### config.mk
export PLATFORM = sky130hd
export DESIGN_NAME = ex2_div_unit
export DESIGN_NICKNAME = d
export VERILOG_FILES = /design/src/rtl/ex2_div_unit.sv
export SDC_FILE = /design/constraint.sdc
export NUM_CORES = 1
export LEC_CHECK = 0
export CAP_MARGIN = 10
export CELL_PAD_IN_SITES_DETAIL_PLACEMENT = 1
export CELL_PAD_IN_SITES_GLOBAL_PLACEMENT = 2
export CORE_MARGIN = 4
export CORE_UTILIZATION = 39
export DETAILED_ROUTE_END_ITERATION = 7
export GPL_ROUTABILITY_DRIVEN = 1
export HOLD_SLACK_MARGIN = 0.1
export PLACE_DENSITY = 0.95
export RECOVER_POWER = 50
export SLEW_MARGIN = 20
export SYNTH_ARGS = -nofsm -noshare
export SYNTH_HDL_FRONTEND = slang
export SYNTH_SLANG_ARGS = --single-unit
### constraint.sdc
create_clock -name clk -period 17.6 [get_ports clk]
set_input_delay 3.52 -clock clk [delete_from_list [all_inputs] [get_ports clk]]
set_output_delay 3.52 -clock clk [all_outputs]
set_load 0.03 [all_outputs]
### src/rtl/ex2_div_unit.sv
`default_nettype none
// ============================================================================
// Module   : ex2_div_unit
// Purpose  : Iterative radix-2 restoring divider for the EX2 stage
//            (div.w, mod.w, div.wu, mod.wu), one quotient bit per cycle.
// Options  : DIV_EARLY_EXIT_EN - finish in one cycle when the divisor is
//            zero or the dividend magnitude is below the divisor magnitude.
// Revision : 1.0 - initial release
// ============================================================================
module ex2_div_unit #(
  parameter int WIDTH = 32
) (
  input  logic             clk,
  input  logic             areset,
  input  logic             flush,
  input  logic             start,
  input  logic [1:0]       op,
  input  logic [WIDTH-1:0] src_a,
  input  logic [WIDTH-1:0] src_b,
  input  logic             res_ack,
  output logic             busy,
  output logic             done,
  output logic [WIDTH-1:0] result
);

  localparam int CW = $clog2(WIDTH);

  typedef enum logic [1:0] {
    IDLE = 2'd0,
    CALC = 2'd1,
    DONE = 2'd2
  } state_t;

  state_t state, state_nx;

  // Operation context captured at accept time
  logic             mod_sel;   // op[0]: return remainder instead of quotient
  logic             sa, sb;    // operand sign flags (signed ops only)
  logic             dz;        // divisor was zero
  logic [WIDTH-1:0] dvd;       // dividend magnitude, shifted out MSB first
  logic [WIDTH-1:0] dsr;       // divisor magnitude
  logic [WIDTH-1:0] rem;       // partial remainder
  logic [WIDTH-1:0] quot;      // quotient being assembled
  logic [CW-1:0]    cnt;       // iteration counter 0..WIDTH-1

  logic             accept, in_sa, in_sb, last, ge;
  logic [WIDTH-1:0] a_mag, b_mag;
  logic [WIDTH:0]   part;
  logic [WIDTH-1:0] diff, rem_nx, quot_nx, q_fix, r_fix, fin;
  logic             early;
  logic [WIDTH-1:0] early_res;

  // A new divide is taken from IDLE, or from DONE when the held result is
  // consumed in the same cycle; a flush always wins over start.
  assign accept = start & ~flush & ((state == IDLE) | ((state == DONE) & res_ack));

  assign in_sa = src_a[WIDTH-1] & ~op[1];
  assign in_sb = src_b[WIDTH-1] & ~op[1];
  assign a_mag = in_sa ? -src_a : src_a;
  assign b_mag = in_sb ? -src_b : src_b;

  // One restoring step. The partial remainder keeps its top bit so that
  // unsigned divisors above 2^(WIDTH-1) are handled correctly.
  assign part    = {rem, dvd[WIDTH-1]};
  assign ge      = (part >= {1'b0, dsr});
  assign diff    = part[WIDTH-1:0] - dsr;
  assign rem_nx  = ge ? diff : part[WIDTH-1:0];
  assign quot_nx = {quot[WIDTH-2:0], ge};
  assign last    = (cnt == CW'(WIDTH - 1));

  // Sign correction; divide-by-zero pins the quotient to all ones while the
  // remainder naturally comes back as the original dividend.
  assign q_fix = dz ? '1 : ((sa ^ sb) ? -quot_nx : quot_nx);
  assign r_fix = sa ? -rem_nx : rem_nx;
  assign fin   = mod_sel ? r_fix : q_fix;

`ifdef DIV_EARLY_EXIT_EN
  assign early     = (b_mag == '0) | (a_mag < b_mag);
  assign early_res = op[0] ? src_a : ((b_mag == '0) ? '1 : '0);
`else
  assign early     = 1'b0;
  assign early_res = '0;
`endif

  assign busy = (state != IDLE);
  assign done = (state == DONE);

  // State register
  always_ff @(posedge clk or posedge areset) begin
    if (areset) state <= IDLE;
    else        state <= state_nx;
  end

  // Next-state decode; flush returns to IDLE from anywhere
  always_comb begin
    state_nx = state;
    case (state)
      IDLE: if (accept) state_nx = early ? DONE : CALC;
      CALC: if (last) state_nx = DONE;
      DONE: if (res_ack) state_nx = accept ? (early ? DONE : CALC) : IDLE;
      default: state_nx = IDLE;
    endcase
    if (flush) state_nx = IDLE;
  end

  // Datapath: latch operands on accept, iterate in CALC, register the result
  always_ff @(posedge clk or posedge areset) begin
    if (areset) begin
      mod_sel <= 1'b0;
      sa      <= 1'b0;
      sb      <= 1'b0;
      dz      <= 1'b0;
      dvd     <= '0;
      dsr     <= '0;
      rem     <= '0;
      quot    <= '0;
      cnt     <= '0;
      result  <= '0;
    end else if (accept) begin
      mod_sel <= op[0];
      sa      <= in_sa;
      sb      <= in_sb;
      dz      <= (src_b == '0);
      dvd     <= a_mag;
      dsr     <= b_mag;
      rem     <= '0;
      quot    <= '0;
      cnt     <= '0;
      if (early) result <= early_res;
    end else if ((state == CALC) && !flush) begin
      dvd  <= {dvd[WIDTH-2:0], 1'b0};
      rem  <= rem_nx;
      quot <= quot_nx;
      cnt  <= cnt + 1'b1;
      if (last) result <= fin;
    end
  end

endmodule
`default_nettype wire

== Word level (Yosys, flattened, before mapping) ==
Cells that the tools add are included.

* Reductions and logical operators: 8
* Equality and inequality tests: 6
* $add $sub $neg: 6
* Bitwise operators: 10
* Mux-type cells: 21
* $lt $le $gt $ge: 1

{| class="wikitable"
|+ Operator list
! operator !! count
|-
| $mux W32 || 11
|-
| $neg A32 Y32 || 4
|-
| $mux W31 || 2
|-
| $ge A33 B32 Y1 || 1
|-
| $logic_not A32 Y1 || 1
|-
| $sub A32 B32 Y32 || 1
|-
| $mux W5 || 2
|-
| $ne A3 B3 Y1 const B || 3
|-
| $mux W2 || 4
|-
| $pmux W2 S3 || 1
|-
| $reduce_and A3 Y1 || 2
|-
| $add A5 B1 Y5 const B || 1
|-
| $and A1 B1 Y1 || 5
|-
| $eq A5 B5 Y1 const B || 1
|-
| $reduce_bool A2 Y1 || 2
|-
| $not A1 Y1 || 3
|-
| $eq A2 B1 Y1 const B || 1
|-
| $eq A2 B2 Y1 const B || 1
|-
| $logic_not A2 Y1 || 1
|-
| $logic_and A1 B1 Y1 || 1
|-
| $logic_not A1 Y1 || 1
|-
| $mux W1 || 1
|-
| $or A1 B1 Y1 || 1
|-
| $xor A1 B1 Y1 || 1
|}

* Bits of input ports: 71
* Word-level logic and storage cells: 63
* Bits in registers: 170
* Output and inout port bits: 34

== Depth between registers and ports, before layout ==
Gate-level depths: netlist of the first run.

* Depth in word-level cells: 8
* Gate-level depth with buffers: 24
* Gate-level depth less buffers: 19

== Worst setup path after synthesis of the first run ==
Ideal clock, no wire load.

* Path kind: input -> register
* Start: input port src_a[4]
* End: register dvd[28]
* Arrival: 5640 ps
* Cell stages on the path: 9
* Slack: 11827 ps
* Library setup time: 133 ps
* Required time: 17467 ps
* Path through: nor4_1 -> nand2_1 -> or4_1 -> nor3b_1 -> nand2_1 -> or3_1 -> o21ai_0 -> xor2_1 -> o21ai_0

* Word-level cells in the longest chain between the ends: 3

{| class="wikitable"
|+ Ends and longest elaborated chain
! item !! RTL line !! RTL
|-
| start: declaration || 18 || <nowiki>input logic [WIDTH-1:0] src_a,</nowiki>
|-
| $neg A32 Y32 || 59 || <nowiki>assign a_mag = in_sa ? -src_a : src_a;</nowiki>
|-
| $mux W32 || 59 ||
|-
| $mux W32 || 119 || <nowiki>end else if (accept) begin</nowiki>
|-
| end signal: assignment || 124 || <nowiki>dvd <= a_mag;</nowiki>
|-
| end signal: assignment || 131 || <nowiki>dvd <= {dvd[WIDTH-2:0], 1'b0};</nowiki>
|-
| end: declaration || 40 || <nowiki>logic [WIDTH-1:0] dvd;</nowiki>
|}

No other way between the ends.
A chain may end at the register's enable or synchronous reset.

== Worst setup path in the final report of the first run ==
* Start: input port flush
* End: register rem[26]

* Word-level cells in the longest chain between the ends: 4
* Elaborated cells between the ends (all ways): 7
* Those cells by class: 1 x mux; 3 x bitwise; 3 x reduce/logical

{| class="wikitable"
|+ Ends and longest elaborated chain
! item !! RTL line !! RTL
|-
| start: declaration || 15 || <nowiki>input logic flush,</nowiki>
|-
| $not A1 Y1 || 55 || <nowiki>assign accept = start & ~flush & ((state == IDLE) | ((state == DONE) & res_ack));</nowiki>
|-
| $and A1 B1 Y1 (2 in series) || 55 ||
|-
| $mux W32 or $reduce_bool A2 Y1 (tied branches) || -- ||
|-
| end signal: assignment || 132 || <nowiki>rem <= rem_nx;</nowiki>
|-
| end: declaration || 42 || <nowiki>logic [WIDTH-1:0] rem;</nowiki>
|}

Several ways; a longest one is shown, not always the timed one.

==> flow_summary.json, run 1 <==
{
  "async_reset_ff_share_pct": 100,
  "fin_cells": 1958,
  "ant_nets": 0,
  "combPwrFrac_pct": 29.3,
  "rows": 64,
  "synth_flop_cell": "dfrtp_1",
  "design_area_sq_um": 14200,
  "start_util_pct": 39.9,
  "seqCellArea_sq_um": 4250,
  "hold_path.startpoint": "result[20]",
  "tightestPinTransition_ps": 4710,
  "p_sw_share_pct": 36.8,
  "slew-limit-headroom_pct": -215,
  "die_h_um": 186,
  "die_area_sq_um": 34500,
  "cts_tree": "done",
  "cap_violations": 3,
  "grt_usage_pct": 24.0,
  "die_w_um": 186,
  "nets": 1659,
  "seqPwrFrac_pct": 37.6,
  "grt_overflow": 0,
  "core_area_sq_um": 30900,
  "drcViolationCount": 0,
  "numClockSinks": 170,
  "first_pass_iters": 5,
  "period_needed_ps": 7850,
  "hold_buffers": 0,
  "multi_input_area_sq_um": 7520,
  "clk_path_buf_depth": 2,
  "synth-edff-count": 0,
  "num_antenna_cells": 0,
  "numCtsBuffers": 17,
  "io_pins": 105,
  "cts.clk_slew.worst_paths_ps": 70,
  "finalSetupTns_ps": 0,
  "wl_met2_mm": 19.6,
  "ys_top_cells_by_area": "dfrtp_1 35%, o21ai_0 7.6%, nand2_1 5.8%",
  "failed_checks": "max-capacitance violations, max-slew violations",
  "synth_top_area_share_pct": 34.5,
  "clock_latency_ps": 460,
  "wire_per_inst_um": 21.0,
  "area_growth_pct": 15.4,
  "crit_type": "input port to flip-flop",
  "grt_pass1_vias": 11900,
  "clock.fmax_mhz": 127,
  "wirelength_mm": 41.2,
  "pwr-share-clk_pct": 33.2,
  "dr_wl_met3_mm": 1.80,
  "netlist_instances": 1507,
  "grt_max_degree": 102,
  "ir_drop_uv": 67.9,
  "syn_avg_cell_area_sq_um": 8.18,
  "finalCritPeriodShare_pct": 44.6,
  "hold_viol_final": 0,
  "yosys_warnings": 0,
  "clk_root_buffer_cell": "clkbuf_16",
  "crit_start": "flush",
  "critPathArrivalTime_ps": 7970,
  "ys_types": 80,
  "placedCellCount": 1926,
  "power_density_nw_per_um2": 84.0,
  "rr_startpoint": "rem[5]",
  "netlist_area_sq_um": 12300,
  "yosysSeqAreaShare_pct": 34.5,
  "finalMaxSlewViolations": 257,
  "synth.largest_area_cell": "dfrtp_1",
  "drive_gt1_share_pct": 5.25,
  "rsz0062_at_grt": "false",
  "skew_ps": 18.3,
  "synthesis.nets": 1617,
  "min_path_type": "flip-flop to flip-flop",
  "fillers": 3675,
  "p_leak_uw": 0.00614,
  "postCtsSetupBuffers": 0,
  "routabilityCongestion": 0.917,
  "net-switching-power_uw": 440,
  "synth-seq-cells": 170,
  "power.internal_uw": 755,
  "start_kind": "input port",
  "cp-end-kind": "flip-flop",
  "grt_pass1_wl_mm": 66.5,
  "port-buffer-count": 104,
  "viasPerCell": 6.02,
  "post_cts_resize_count": 0,
  "place_area_sq_um": 13600,
  "num_vias": 11800,
  "wl_met1_mm": 19.2,
  "setup_violations": 0,
  "status": "complete, but fails checks",
  "critical_path_required_ps": 17720,
  "most-common-layout-cells": "186 x o21ai_0, 186 x nand2_1, 170 x dfrtp_1",
  "top_layer_used": "met4",
  "dp_hpwl_mm": 30.2,
  "antenna_found_initial": 1,
  "critPathMaxFanout": 101,
  "htreeDepth": 4,
  "drt_first_iter_violations": 870
}
## worst paths after layout
check	end	slack [ps]	cells after the start
worst max-delay path	rem[26]	9750	5
worst min-delay path	result[20]	480	1
worst max register to register	result[18]	11100	16
worst min register to register	result[20]	480	1
max in group asynchronous	rem[16]	10220	3
min in group asynchronous	dsr[10]	4930	2
## worst max-delay path: stages
cell	delay (ps)
dlygate4sd3_1	640
nor2_1	110
nand2_2	70
clkbuf_1	3020
o21ai_0	530
## per-layer routing
layer	vias to the layer above	GRT usage, %
li1	5539	-
met2	283	39.4
met1	5920	33.8
met4	0	5.25
met5	-	0
met3	45	3.40
## state kept, by name, summed over array words and instances, names as in the netlist
register,flops
state,2
sb,1
rem,32
mod_sel,1
quot,31
dsr,32
result,32
dvd,32
cnt,5
sa,1
dz,1
## power by group through the flow
stage	clock network, uW	logic (uW)	registers (uW)
3_5_place_dp	0	344	456
6_report	396	350	449
3_3_place_gp	0	335	454
4_1_cts	403	346	449
2_1_floorplan	0	238	448
5_1_grt	420	386	454
## synthesized netlist by cell type, types with 17 or more instances
cell,count
mux2i_1,23
xnor2_1,72
a22oi_1,32
a31oi_1,18
nand2_1,189
o31ai_1,24
nand3_1,52
nor4_1,20
xor2_1,65
dfrtp_1,170
o21ai_0,186
ha_1,38
a21o_1,28
or3_1,17
clkbuf_1,76
nor2_1,93
a221oi_1,20
inv_1,57
nor3_1,24
a21oi_1,92
## cell families (layout without fill, tap and decap cells)
logic type	Yosys count	count (layout)	synth area share, %
XOR/XNOR	137	137	9.74
AO/OA/AOI/OAI	492	492	25.4
AND/OR/NAND/NOR	492	492	19.4
flip-flops	170	170	34.5
adder cells (fa/ha/maj)	39	39	4.02
buffers and inverters	150	205	4.72
multiplexers	27	27	2.23
## cell type report
class / instances / area share (%)
tap: 396 / 3.48
clock buffer: 18 / 3.09
multi-input combinational: 1187 / 52.9
clock inverter: 14 / 1.22
sequential: 170 / 29.9
timing repair buffer: 115 / 7.85
inverter: 58 / 1.54
## metrics by stage
step           util (%)  setup WS [ps]  hold WS (ps)  power [uW]
3_5_place_dp       44.0          10760           469         800
3_3_place_gp       44.0          10980           459         789
5_1_grt            46.0           9210           501        1260
6_report           46.0           9750           477        1190
2_1_floorplan         -           9480           450         686
4_1_cts            46.0          11190           485        1200
(Power assumes the default switching activity.)
==> run 2, diff against run 1 <==
--- a/config.mk
+++ b/config.mk
@@ -9,11 +9,11 @@
 export CELL_PAD_IN_SITES_DETAIL_PLACEMENT = 1
 export CELL_PAD_IN_SITES_GLOBAL_PLACEMENT = 2
 export CORE_MARGIN = 4
-export CORE_UTILIZATION = 39
+export CORE_UTILIZATION = 32
 export DETAILED_ROUTE_END_ITERATION = 7
 export GPL_ROUTABILITY_DRIVEN = 1
 export HOLD_SLACK_MARGIN = 0.1
-export PLACE_DENSITY = 0.95
+export PLACE_DENSITY = 0.86
 export RECOVER_POWER = 50
 export SLEW_MARGIN = 20
 export SYNTH_ARGS = -nofsm -noshare
==> constraint.sdc (replaced) <==
create_clock -name clk -period 6.32 [get_ports clk]
set_input_delay 1.264 -clock clk [delete_from_list [all_inputs] [get_ports clk]]
set_output_delay 1.264 -clock clk [all_outputs]
set_load 0.03 [all_outputs]
==> run 2 against run 1 <==
Effect of this change: the flow still finishes with violations (max-capacitance violations, max-slew violations); via count down 1.6%; cell area up 0.93%; clock skew up 0.70 ps; largest power group unchanged; highest routed layer is now met5.
==> flow_summary.json, run 2 (same netlist as run 1, synthesis figures left out) <==
{
  "grt_overflow": 0,
  "final_common_cell": "nand2_1",
  "wire_per_inst_um": 20.5,
  "failed_checks": "max-capacitance violations, max-slew violations",
  "rr_worst_depth": 16,
  "cp-end-kind": "flip-flop",
  "die_w_um": 204,
  "ant_nets": 0,
  "multi_input_area_sq_um": 7520,
  "wl_met2_mm": 20.5,
  "post_cts_resize_count": 0,
  "seqCellArea_sq_um": 4250,
  "cp_slowest_stage_delay_ps": 640,
  "drt_first_iter_violations": 734,
  "area_growth_pct": 16.5,
  "cts_tree": "done",
  "critical_path_required_ps": 6720,
  "rr_startpoint": "rem[8]",
  "core_area_sq_um": 37800,
  "die_area_sq_um": 41700,
  "htreeDepth": 4,
  "cts.clk_slew.worst_paths_ps": 70,
  "hold_viol_final": 0,
  "min_path_type": "flip-flop to flip-flop",
  "grt_pass1_vias": 11800,
  "grt_max_degree": 171,
  "top_layer_used": "met5",
  "finalMaxSlewViolations": 226,
  "critPathBufInv": 0,
  "rsz0062_at_grt": "false",
  "cap_violations": 3,
  "cp_common_cell": "ha_1",
  "reg2reg_setup_slack_ps": 540,
  "fillers": 4571,
  "hold_buffers": 0,
  "dp_hpwl_mm": 31.9,
  "dr_wl_met3_mm": 1.69,
  "grt_pass1_wl_mm": 67.8,
  "power_density_nw_per_um2": 228,
  "status": "complete, but fails checks",
  "routabilityCongestion": 0.890,
  "ir_drop_uv": 218,
  "most-common-layout-cells": "187 x nand2_1, 186 x o21ai_0, 170 x dfrtp_1",
  "clk_path_buf_depth": 2,
  "postCtsSetupBuffers": 0,
  "setup_violations": 0,
  "viasPerCell": 5.58,
  "finalSetupTns_ps": 0,
  "wirelength_mm": 42.6,
  "clock.fmax_mhz": 173,
  "clock_latency_ps": 460,
  "cp_slowest_cell": "o311ai_0",
  "num_vias": 11600,
  "grt_usage_pct": 20.4,
  "skew_ps": 19.0,
  "drive_gt1_share_pct": 5.29,
  "rows": 71,
  "clk_root_buffer_cell": "clkbuf_16",
  "first_pass_iters": 5,
  "period_needed_ps": 5780,
  "finalCritPeriodShare_pct": 91.5,
  "p_leak_uw": 0.00605,
  "crit_start": "rem[8]",
  "endpoint": "result[18]",
  "cp.depth": 16,
  "antenna_found_initial": 1,
  "nets": 1665,
  "cp_cell_sequence": "ha_1 -> and4_1 -> nand3_1 -> a2111oi_2 -> o2111ai_1 -> nand2_2 -> mux2i_1 -> ha_1 -> nand2_1 -> a2111oi_4 -> or4b_1 -> o311ai_0 -> a21oi_1 -> xor2_1 -> a221oi_1 -> a21o_1",
  "slew-limit-headroom_pct": -71.7,
  "crit_type": "flip-flop to flip-flop",
  "critPathArrivalTime_ps": 6180,
  "numCtsBuffers": 17,
  "wl_met1_mm": 19.5,
  "crit_family": "compound AO/OA/AOI/OAI gates",
  "tightestPinTransition_ps": 2580,
  "num_antenna_cells": 0,
  "r2r-end": "result[18]",
  "drcViolationCount": 0,
  "start_kind": "flip-flop",
  "numClockSinks": 170,
  "port-buffer-count": 104,
  "io_pins": 105,
  "start_util_pct": 32.6,
  "critPathMaxFanout": 12,
  "die_h_um": 204,
  "total_power_uw": 3280
}
[run 2: changes by cell type in the layout (fill, tap and decap cells not counted), moves of 2 or more]
| cell | previous run | this run |
|---|---|---|
| buf_4 | 9 | 14 |
| clkinv_4 | 3 | 0 |
| dlygate4sd3_1 | 35 | 15 |
| clkbuf_1 | 2 | 5 |
| clkinv_8 | 3 | 0 |
| clkinvlp_4 | 0 | 5 |
| inv_8 | 3 | 1 |
| clkdlybuf4s50_1 | 69 | 89 |
[run 2: final cells by class]
type / count / share of cell area (%)
Multi-Input combinational cell: 1187 / 52.4
Sequential cell: 170 / 29.6
Inverter: 58 / 1.55
Timing Repair Buffer: 121 / 8.09
Clock buffer: 21 / 3.14
Tap cell: 511 / 4.45
Clock inverter: 11 / 0.767
[run 2: routing by layer]
metal  global-route usage, %  up-vias
met5                       0        -
met3                    3.33       46
met1                    27.4     5791
met4                    5.62        2
met2                    34.1      217
li1                        -     5545
[run 2: worst min-delay path by stage]
stage,from,endpoint,cells after the start
3_3_place_gp,result[0],result[0],1
4_1_cts,dsr[15],dsr[15],2
3_5_place_dp,dsr[15],dsr[15],2
5_1_grt,result[17],result[17],1
2_1_floorplan,dsr[10],dsr[10],2
6_report,result[10],result[10],1
[run 2: report_power, final]
group / internal [uW] / switching [uW] / total, uW
clock network: 559 / 495 / 1050
registers: 1190 / 64.5 / 1250
logic: 340 / 631 / 971
total: 2080 / 1190 / 3280
[run 2: stage by stage]
stage               worst slack [ps]  instance area (sq um)  instances  hold WS (ps)  utilization (%)
detailed placement               686                  13800       2046           472             36.5
global route                     115                  14400       2079           494             37.9
floorplan                        453                  12300       1507           450                -
finish                           537                  14400       2079           478             37.9
global placement                 881                  13800       2046           464             36.5
CTS                              615                  14400       2078           487             38.0
[run 2: worst reg2reg max path: cells and delay by family, from the launching register on]
| family | cells | cell delay, ps |
|---|---|---|
| compound gates | 7 | 2650 |
| simple gates | 5 | 1330 |
| fa+ha+maj | 2 | 750 |
| flops | 1 | 460 |
| mux | 1 | 310 |
| xor+xnor | 1 | 230 |
==> run 3, diff against run 2 <==
--- a/config.mk
+++ b/config.mk
@@ -10,6 +10,7 @@
 export CELL_PAD_IN_SITES_GLOBAL_PLACEMENT = 2
 export CORE_MARGIN = 4
 export CORE_UTILIZATION = 32
+export CTS_CLUSTER_DIAMETER = 40
 export DETAILED_ROUTE_END_ITERATION = 7
 export GPL_ROUTABILITY_DRIVEN = 1
 export HOLD_SLACK_MARGIN = 0.1
==> results of run 3 <==
The final DEF is identical to that of run 2; final timing and power are the same.
